[config.mk]
export PLATFORM = sky130hd
export DESIGN_NAME = sram_like_arb_bridge
export DESIGN_NICKNAME = d
export VERILOG_FILES = /design/src/rtl/sram_like_arb_bridge.sv
export SDC_FILE = /design/constraint.sdc
export NUM_CORES = 1
export LEC_CHECK = 0
export CAP_MARGIN = 30
export CORE_MARGIN = 1
export CORE_UTILIZATION = 30
export CTS_BUF_LIST = sky130_fd_sc_hd__clkbuf_16
export DETAILED_ROUTE_END_ITERATION = 10
export GPL_ROUTABILITY_DRIVEN = 0
export PLACE_DENSITY = 0.67
export SLEW_MARGIN = 20
export SYNTH_ARGS = -nofsm -noshare
export SYNTH_HDL_FRONTEND = slang
export SYNTH_SLANG_ARGS = --single-unit
[constraint.sdc]
create_clock -name clk -period 3.8 [get_ports clk]
set_input_delay 0.57 -clock clk [delete_from_list [all_inputs] [get_ports clk]]
set_output_delay 0.57 -clock clk [all_outputs]
set_load 0.03 [all_outputs]
[src/rtl/sram_like_arb_bridge.sv]
// sram_like_arb_bridge: shares one SRAM-like master port between NCH core-side
// SRAM channels. Only one transaction is outstanding at a time. Each result is
// held in a per-channel register until the global pipeline stall releases it.
// Optional feature: define BRIDGE_RR_ARB_EN to use round-robin arbitration.
// Without it, arbitration is fixed priority and the lowest index wins.
//
// state  | meaning
// -------+-----------------------------------------------------------
// IDLE   | no transaction in flight; arbitrate among pending channels
// ADDR   | request presented (req=1) until addr_ok
// DATA   | waiting for data_ok; capture read data into cur's holding reg
module sram_like_arb_bridge #(
    parameter int NCH = 2,
    parameter int AW  = 32,
    parameter int DW  = 32
) (
    input  logic                    clk,
    input  logic                    rst,
    input  logic [NCH-1:0]          ch_en_i,
    input  logic [NCH*(DW/8)-1:0]   ch_wen_i,
    input  logic [NCH*AW-1:0]       ch_addr_i,
    input  logic [NCH*DW-1:0]       ch_wdata_i,
    output logic [NCH*DW-1:0]       ch_rdata_o,
    output logic [NCH-1:0]          ch_stall_o,
    input  logic                    longest_stall_i,
    output logic                    req_o,
    output logic                    wr_o,
    output logic [1:0]              size_o,
    output logic [AW-1:0]           addr_o,
    output logic [DW-1:0]           wdata_o,
    input  logic                    addr_ok_i,
    input  logic                    data_ok_i,
    input  logic [DW-1:0]           rdata_i
);

    localparam int WB = DW / 8;
    localparam int CW = (NCH > 1) ? $clog2(NCH) : 1;

    typedef enum logic [1:0] {S_IDLE, S_ADDR, S_DATA} state_t;

    state_t          state_q, state_d;
    logic [CW-1:0]   cur_q, cur_d;
    logic [AW-1:0]   addr_q, addr_d;
    logic [DW-1:0]   wdata_q, wdata_d;
    logic            wr_q, wr_d;
    logic [1:0]      size_q, size_d;
    logic [NCH-1:0]  done_q, done_d;
    logic [DW-1:0]   rdata_q [NCH];
    logic [DW-1:0]   rdata_d [NCH];

    logic [NCH-1:0]  pending;
    logic            busy;
    logic            gnt_vld;
    logic [CW-1:0]   gnt_idx;
    logic [WB-1:0]   sel_wen;

`ifdef BRIDGE_RR_ARB_EN
    logic [CW-1:0]   rr_ptr_q, rr_ptr_d;
`endif

    // Byte-lane pattern to transfer size; anything irregular goes out as a word.
    function automatic logic [1:0] size_of(input logic [3:0] wen);
        case (wen)
            4'b0001, 4'b0010, 4'b0100, 4'b1000: size_of = 2'd0;
            4'b0011, 4'b1100:                   size_of = 2'd1;
            default:                            size_of = 2'd2;
        endcase
    endfunction

    assign busy       = (state_q != S_IDLE);
    assign ch_stall_o = ch_en_i & ~done_q;

    // A channel is pending if it requests, has no held result and is not already in flight.
    always_comb begin
        pending = '0;
        for (int i = 0; i < NCH; i++) begin
            pending[i] = ch_en_i[i] & ~done_q[i] & ~(busy & (cur_q == CW'(i)));
        end
    end

`ifdef BRIDGE_RR_ARB_EN
    // Round-robin grant: first pending channel at or after the priority pointer.
    always_comb begin
        int idx;
        idx     = 0;
        gnt_vld = 1'b0;
        gnt_idx = '0;
        for (int k = NCH - 1; k >= 0; k--) begin
            idx = (int'(rr_ptr_q) + k) % NCH;
            if (pending[idx]) begin
                gnt_vld = 1'b1;
                gnt_idx = CW'(idx);
            end
        end
    end
`else
    // Fixed-priority grant: lowest pending index wins.
    always_comb begin
        gnt_vld = 1'b0;
        gnt_idx = '0;
        for (int i = NCH - 1; i >= 0; i--) begin
            if (pending[i]) begin
                gnt_vld = 1'b1;
                gnt_idx = CW'(i);
            end
        end
    end
`endif

    assign sel_wen = ch_wen_i[int'(gnt_idx)*WB +: WB];

    // FSM state register.
    always_ff @(posedge clk) begin
        if (rst) state_q <= S_IDLE;
        else     state_q <= state_d;
    end

    // FSM next-state logic.
    always_comb begin
        state_d = state_q;
        unique case (state_q)
            S_IDLE:  if (gnt_vld)   state_d = S_ADDR;
            S_ADDR:  if (addr_ok_i) state_d = S_DATA;
            S_DATA:  if (data_ok_i) state_d = S_IDLE;
            default:                state_d = S_IDLE;
        endcase
    end

    // FSM outputs: request only in ADDR; everything else comes from latched values.
    always_comb begin
        req_o   = (state_q == S_ADDR);
        wr_o    = wr_q;
        size_o  = size_q;
        addr_o  = addr_q;
        wdata_o = wdata_q;
    end

    // Latch the granted channel's request and update done flags / held read data.
    always_comb begin
        cur_d   = cur_q;
        addr_d  = addr_q;
        wdata_d = wdata_q;
        wr_d    = wr_q;
        size_d  = size_q;
        if (state_q == S_IDLE && gnt_vld) begin
            cur_d   = gnt_idx;
            addr_d  = ch_addr_i[int'(gnt_idx)*AW +: AW];
            wdata_d = ch_wdata_i[int'(gnt_idx)*DW +: DW];
            wr_d    = |sel_wen;
            size_d  = size_of(sel_wen);
        end
        for (int i = 0; i < NCH; i++) begin
            rdata_d[i] = rdata_q[i];
            // A held result is released once the pipeline is no longer stalled.
            done_d[i]  = done_q[i] & longest_stall_i;
            if (state_q == S_DATA && data_ok_i && cur_q == CW'(i)) begin
                done_d[i] = 1'b1;
                if (!wr_q) rdata_d[i] = rdata_i;
            end
        end
    end

`ifdef BRIDGE_RR_ARB_EN
    // Priority pointer moves past the channel just granted.
    always_comb begin
        rr_ptr_d = rr_ptr_q;
        if (state_q == S_IDLE && gnt_vld) begin
            rr_ptr_d = (gnt_idx == CW'(NCH - 1)) ? '0 : gnt_idx + 1'b1;
        end
    end

    // Priority pointer register.
    always_ff @(posedge clk) begin
        if (rst) rr_ptr_q <= '0;
        else     rr_ptr_q <= rr_ptr_d;
    end
`endif

    // Datapath registers.
    always_ff @(posedge clk) begin
        if (rst) begin
            cur_q   <= '0;
            addr_q  <= '0;
            wdata_q <= '0;
            wr_q    <= 1'b0;
            size_q  <= 2'd0;
            done_q  <= '0;
            for (int i = 0; i < NCH; i++) rdata_q[i] <= '0;
        end else begin
            cur_q   <= cur_d;
            addr_q  <= addr_d;
            wdata_q <= wdata_d;
            wr_q    <= wr_d;
            size_q  <= size_d;
            done_q  <= done_d;
            for (int i = 0; i < NCH; i++) rdata_q[i] <= rdata_d[i];
        end
    end

    // Flatten the held read data onto the channel bus.
    always_comb begin
        ch_rdata_o = '0;
        for (int i = 0; i < NCH; i++) ch_rdata_o[i*DW +: DW] = rdata_q[i];
    end

endmodule

# [Yosys cells after proc, flatten, opt, wreduce, memory -nomap -nowiden]
# Memory sizes are Yosys's and may differ from the RTL's.
# Cells that the tools add are included.
[word_totals] reg_bits=72 ram_bits=64 input_bits=175 output_inout_bits=134 elab_cells=68 mem_count=1
[classes] eq_ne=11 shifts=3 n_mux=19 n_bitwise=17 reduce_logical=10
[memory_table] name="rdata_q" depth=2 word_bits=32 read_ports=2 rd_ports_with_merged_regs=0 wr=2 line_no="48" text="logic [DW-1:0] rdata_q [NCH];"
[ops] operator="$mux 32" n=6
[ops] operator="$shiftx 64x7->32" n=2
[ops] operator="$and 1x1->1" n=8
[ops] operator="$eq 4x2->1 const B" n=2
[ops] operator="$eq 4x4->1 const B" n=2
[ops] operator="$mux 1" n=8
[ops] operator="$reduce_or 4->1" n=2
[ops] operator="$shiftx 8x4->4" n=1
[ops] operator="$mux 2" n=3
[ops] operator="$pmux 2 s3" n=1
[ops] operator="$not 1->1" n=5
[ops] operator="$eq 4x1->1 const B" n=1
[ops] operator="$eq 4x3->1 const B" n=1
[ops] operator="$logic_and 1x1->1" n=4
[ops] operator="$ne 2x2->1 const B" n=2
[ops] operator="$pmux 2 s2" n=1
[ops] operator="$reduce_and 3->1" n=1
[ops] operator="$and 2x2->2" n=1
[ops] operator="$eq 2x1->1 const B" n=1
[ops] operator="$eq 2x2->1 const B" n=1
[ops] operator="$logic_not 2->1" n=1
[ops] operator="$ne 2x1->1 const B" n=1
[ops] operator="$not 2->2" n=1
[ops] operator="$or 1x1->1" n=2
[ops] operator="2 further kinds" n=2

# [Depth between registers and ports, before layout]
[logic_depth] word_depth=10 mapped_depth=7

# [Least setup slack after synthesis]
# Ideal clock, no wire load.
[synth_path] path_kind="input port to flip-flop" startpoint="in ch_en_i[0]" endpoint="reg addr_q[15], in the netlist addr_o[15]" setup_ns=0.086 arrival_time_ns=2.185 setup_slack_ns=1.529 stages=7 cell_sequence="nor2b_1 > o21a_1 > clkbuf_1 > buf_2 > clkbuf_1 > nor2_1 > a211oi_1"
[synth_between] elab_chain_cells=4 elab_cells_between_ends=6 classes_between="shift: 1; mux: 2; bitwise: 2; reduce/logical: 1"
[synth_lines] element="from (decl)" line_no="19" text="input logic [NCH-1:0] ch_en_i,"
[synth_lines] element="$and 1x1->1 (*) (2 in a row)" line_no="77" text="pending[i] = ch_en_i[i] & ~done_q[i] & ~(busy & (cur_q == CW'(i)));"
[synth_lines] element="$mux 1" line_no="102" text="if (pending[i]) begin"
[synth_lines] element="$shiftx 64x7->32 / $logic_and 1x1->1 (equally long branches)" line_no="147, 145"
[synth_lines] element="to (signal assigned)" line_no="191" text="addr_q <= addr_d;"
[synth_lines] element="to (decl)" line_no="43" text="logic [AW-1:0] addr_q, addr_d;"
# Mark *: on every way between the ends. The rest lies on a longest branch, timed or not.
# A chain may end at the register's enable or synchronous reset.

# [Worst setup path in the final report]
[layout_path] startpoint="in ch_en_i[1]" endpoint="out ch_stall_o[1]"
[layout_between] elab_chain_cells=1
[layout_lines] element="$and 2x2->2" line_no="71" text="assign ch_stall_o = ch_en_i & ~done_q;"
[layout_lines] element="to (decl)" line_no="24" text="output logic [NCH-1:0] ch_stall_o,"
# No other way between the ends.

==> flow_summary.ini <==
[global_routing]
grt_max_degree = 55
grt_pass1_vias = 5066
grt_usage = 0.188
grt_overflow = 0
antenna_found_initial = 0
grt_pass1_wl_um = 26600

[floorplan]
dieArea_um2 = 18600
die_y_um = 137
core_area_um2 = 17500
fp-row-count = 48
initial_utilization = 0.311
io_pins = 309
die_w_um = 137

[logic_synthesis]
synth_edf_count = 0
ys_ff_latch = 136
yosys.cell_types.count = 31
synth_top_flop_cell = dfxtp_1
syn_nets = 795
ys_seq_area_frac = 0.501
yosysTopAreaCell = dfxtp_1
synth_top_area_frac = 0.501
syn-instance-count = 620
synth.area.top_cells = dfxtp_1 50%, mux2i_1 12%, a211oi_1 9.1%, nand2_1 9.0%, a21oi_1 6.3%
syn-cell-area_um2 = 5430
avgSynthCellArea_um2 = 8.76
async_flop_share = 0
ys_warn_count = 0
synth.top_cells.by_count = 136 x dfxtp_1, 130 x nand2_1, 75 x nor2_1
post-synth-top-count-cell = dfxtp_1

[timing]
worstMarginPinSlew_ns = 0.694
fin_tns_setup_ns = 0
hold_viol = 0
rsz0062_at_grt = false
maxSlewHeadroom = 0.532
fin_crit_sh = 0.755
max_freq_ghz = 0.348
maxSlewViolCount = 0
fin_crit_ns = 2.87
whs_ns = 0.451
setup_viol = 0
fin_worst_skew_ns = 0.00530

[placement]
place_area_um2 = 8680
dp_cells = 1112
port_buffers = 308
dpl.hpwl_um = 12600

[clock_tree]
clock_sinks = 136
cts.reportedPaths.clkPinSlew_ns = 0.06
cts_max_level = 4
clock_path_buffers = 2
insertion_delay_ns = 0.42
cts_hold_buf = 0
post-cts-setup-buffers = 0
cts_buffers = 17
cts_root_buffer = clkbuf_16
cts_tree = done
post_cts_resize_count = 0

[routing]
vias = 5343
dr.pass1.iters = 4
drt-initial-drc-count = 203
ant_nets = 0
post_drt_wl_per_cell_um = 15.1
drc_errors = 0
wirelength_um = 17300
viasPerCell = 4.67

[setup_path]
reg2reg_depth = 5
crit_required_ns = 3.23
setup.worst_path.class = in -> out
end_kind = output port
cp_num_buf_inv = 2
startpoint = ch_en_i[1]
worst_path_most_repeated_cell = clkdlybuf4s50_1
timing.rr.end = addr_o[14]
slowest_stage = clkdlybuf4s50_1
cp-start-kind = input port
path_max_fanout = 5
arrival_ns = 2.30
timing.rr.start = state_q[1]
slowest_delay_ns = 0.77
cp_num_cells = 3
cp_cell_sequence = clkdlybuf4s50_1, nor2b_1, clkdlybuf4s50_1
r2r_slack_ns = 1.70
cp_top_family = buffers and inverters
cp-endpoint = ch_stall_o[1]

[power_and_ir_drop]
power_density_nw_per_um2 = 460
vdd.ir_drop.worst_mv = 0.311
leakagePower_uw = 0.00356

[layout]
area_delta_synth_final_pct = 71.6
fill_cells = 1677
insertedDiodeCount = 0
stdcell_count = 1144
seq_area_um2 = 2720
multi_input_area_um2 = 2490
drive_gt1_frac = 0.0501
stdcell_area_um2 = 9320
final_nets = 1081

[status]
status = completed

[run]
cap_viol_max_count = 0

[min_path]
hold_class = reg -> reg
kinds of logic (layout without fill, tap and decap cells):
kind of cell | after synthesis | after routing | synth area share
mux | 65 | 65 | 0.120
buf+inv | 52 | 351 | 0.0447
compound gates | 142 | 142 | 0.165
flops | 136 | 136 | 0.501
simple gates | 223 | 223 | 0.165
xor+xnor | 2 | 2 | 0.00323
metal layers:
layer | GRT usage | vias up | routed length [um]
met5 | 0 | - | 0
met4 | 0.0580 | 0 | 289
met3 | 0.0807 | 22 | 1690
met2 | 0.312 | 208 | 8340
met1 | 0.217 | 2394 | 6940
li1 | - | 2719 | -
sequential cells by signal (all words and copies together) (netlist names):
register,count
rdata_q,64
addr_o,32
wdata_o,32
done_q,2
size_o,2
state_q,2
cur_q,1
wr_o,1
how the worst min path moves through the flow:
stage | from | to | slack [ns] | cells after the start
2_1_floorplan | done_q[1] | done_q[1] | 0.44 | 2
6_report | rdata_q[0][20] | rdata_q[0][20] | 0.45 | 2
3_3_place_gp | rdata_q[0][47] | rdata_q[0][47] | 0.44 | 2
3_5_place_dp | rdata_q[0][49] | rdata_q[0][49] | 0.45 | 2
4_1_cts | rdata_q[0][27] | rdata_q[0][27] | 0.45 | 2
5_1_grt | rdata_q[0][30] | rdata_q[0][30] | 0.47 | 2
power by group:
group	switching (uW)	internal (uW)	leakage [uW]	total [uW]
Combinational	478	452	0.00214	930
Sequential	56.5	1530	0.00111	1580
Clock	619	1150	0.000305	1770
Total	1150	3130	0.00356	4290
area by class of cell:
cell class | instances | share of cell area
repair buffers | 319 | 0.342
clock buffers | 17 | 0.0457
well taps | 225 | 0.0302
clock inverters | 15 | 0.0222
flip-flops and latches | 136 | 0.292
multi-input cells | 432 | 0.267
per-stage QoR:
| stage | power, uW | utilization | setup WS [ns] |
|---|---|---|---|
| 6_report | 4290 | 0.533 | 0.930 |
| 5_1_grt | 4480 | 0.533 | 0.859 |
| 4_1_cts | 4340 | 0.533 | 0.936 |
| 3_5_place_dp | 2550 | 0.497 | 0.947 |
| 3_3_place_gp | 2550 | 0.497 | 0.966 |
| 2_1_floorplan | 2100 | - | 1.53 |
worst min-delay path, stage by stage (launching register included):
cell	delay (ns)
dfxtp_1	0.31
nand2_1	0.05
a21oi_1	0.05
layout by cell type, fill, tap and decap left out, drive strengths merged, types with 2 or more instances in the layout:
cell type | Yosys | layout
clkdlybuf4s50 | 0 | 307
dfxtp | 136 | 136
nand2 | 130 | 130
nor2 | 75 | 75
a21oi | 68 | 68
a211oi | 66 | 66
mux2i | 65 | 65
clkbuf | 39 | 17
buf | 13 | 12
bufinv | 0 | 5
clkinv | 0 | 5
nor2b | 3 | 3
inv | 0 | 3
o21ai | 2 | 2
nor4bb | 2 | 2
a31oi | 2 | 2
or3 | 2 | 2
nand3b | 2 | 2
xnor2 | 2 | 2
clkinvlp | 0 | 2
nand3 | 2 | 2
No activity file was read; power rests on OpenSTA's default activity.
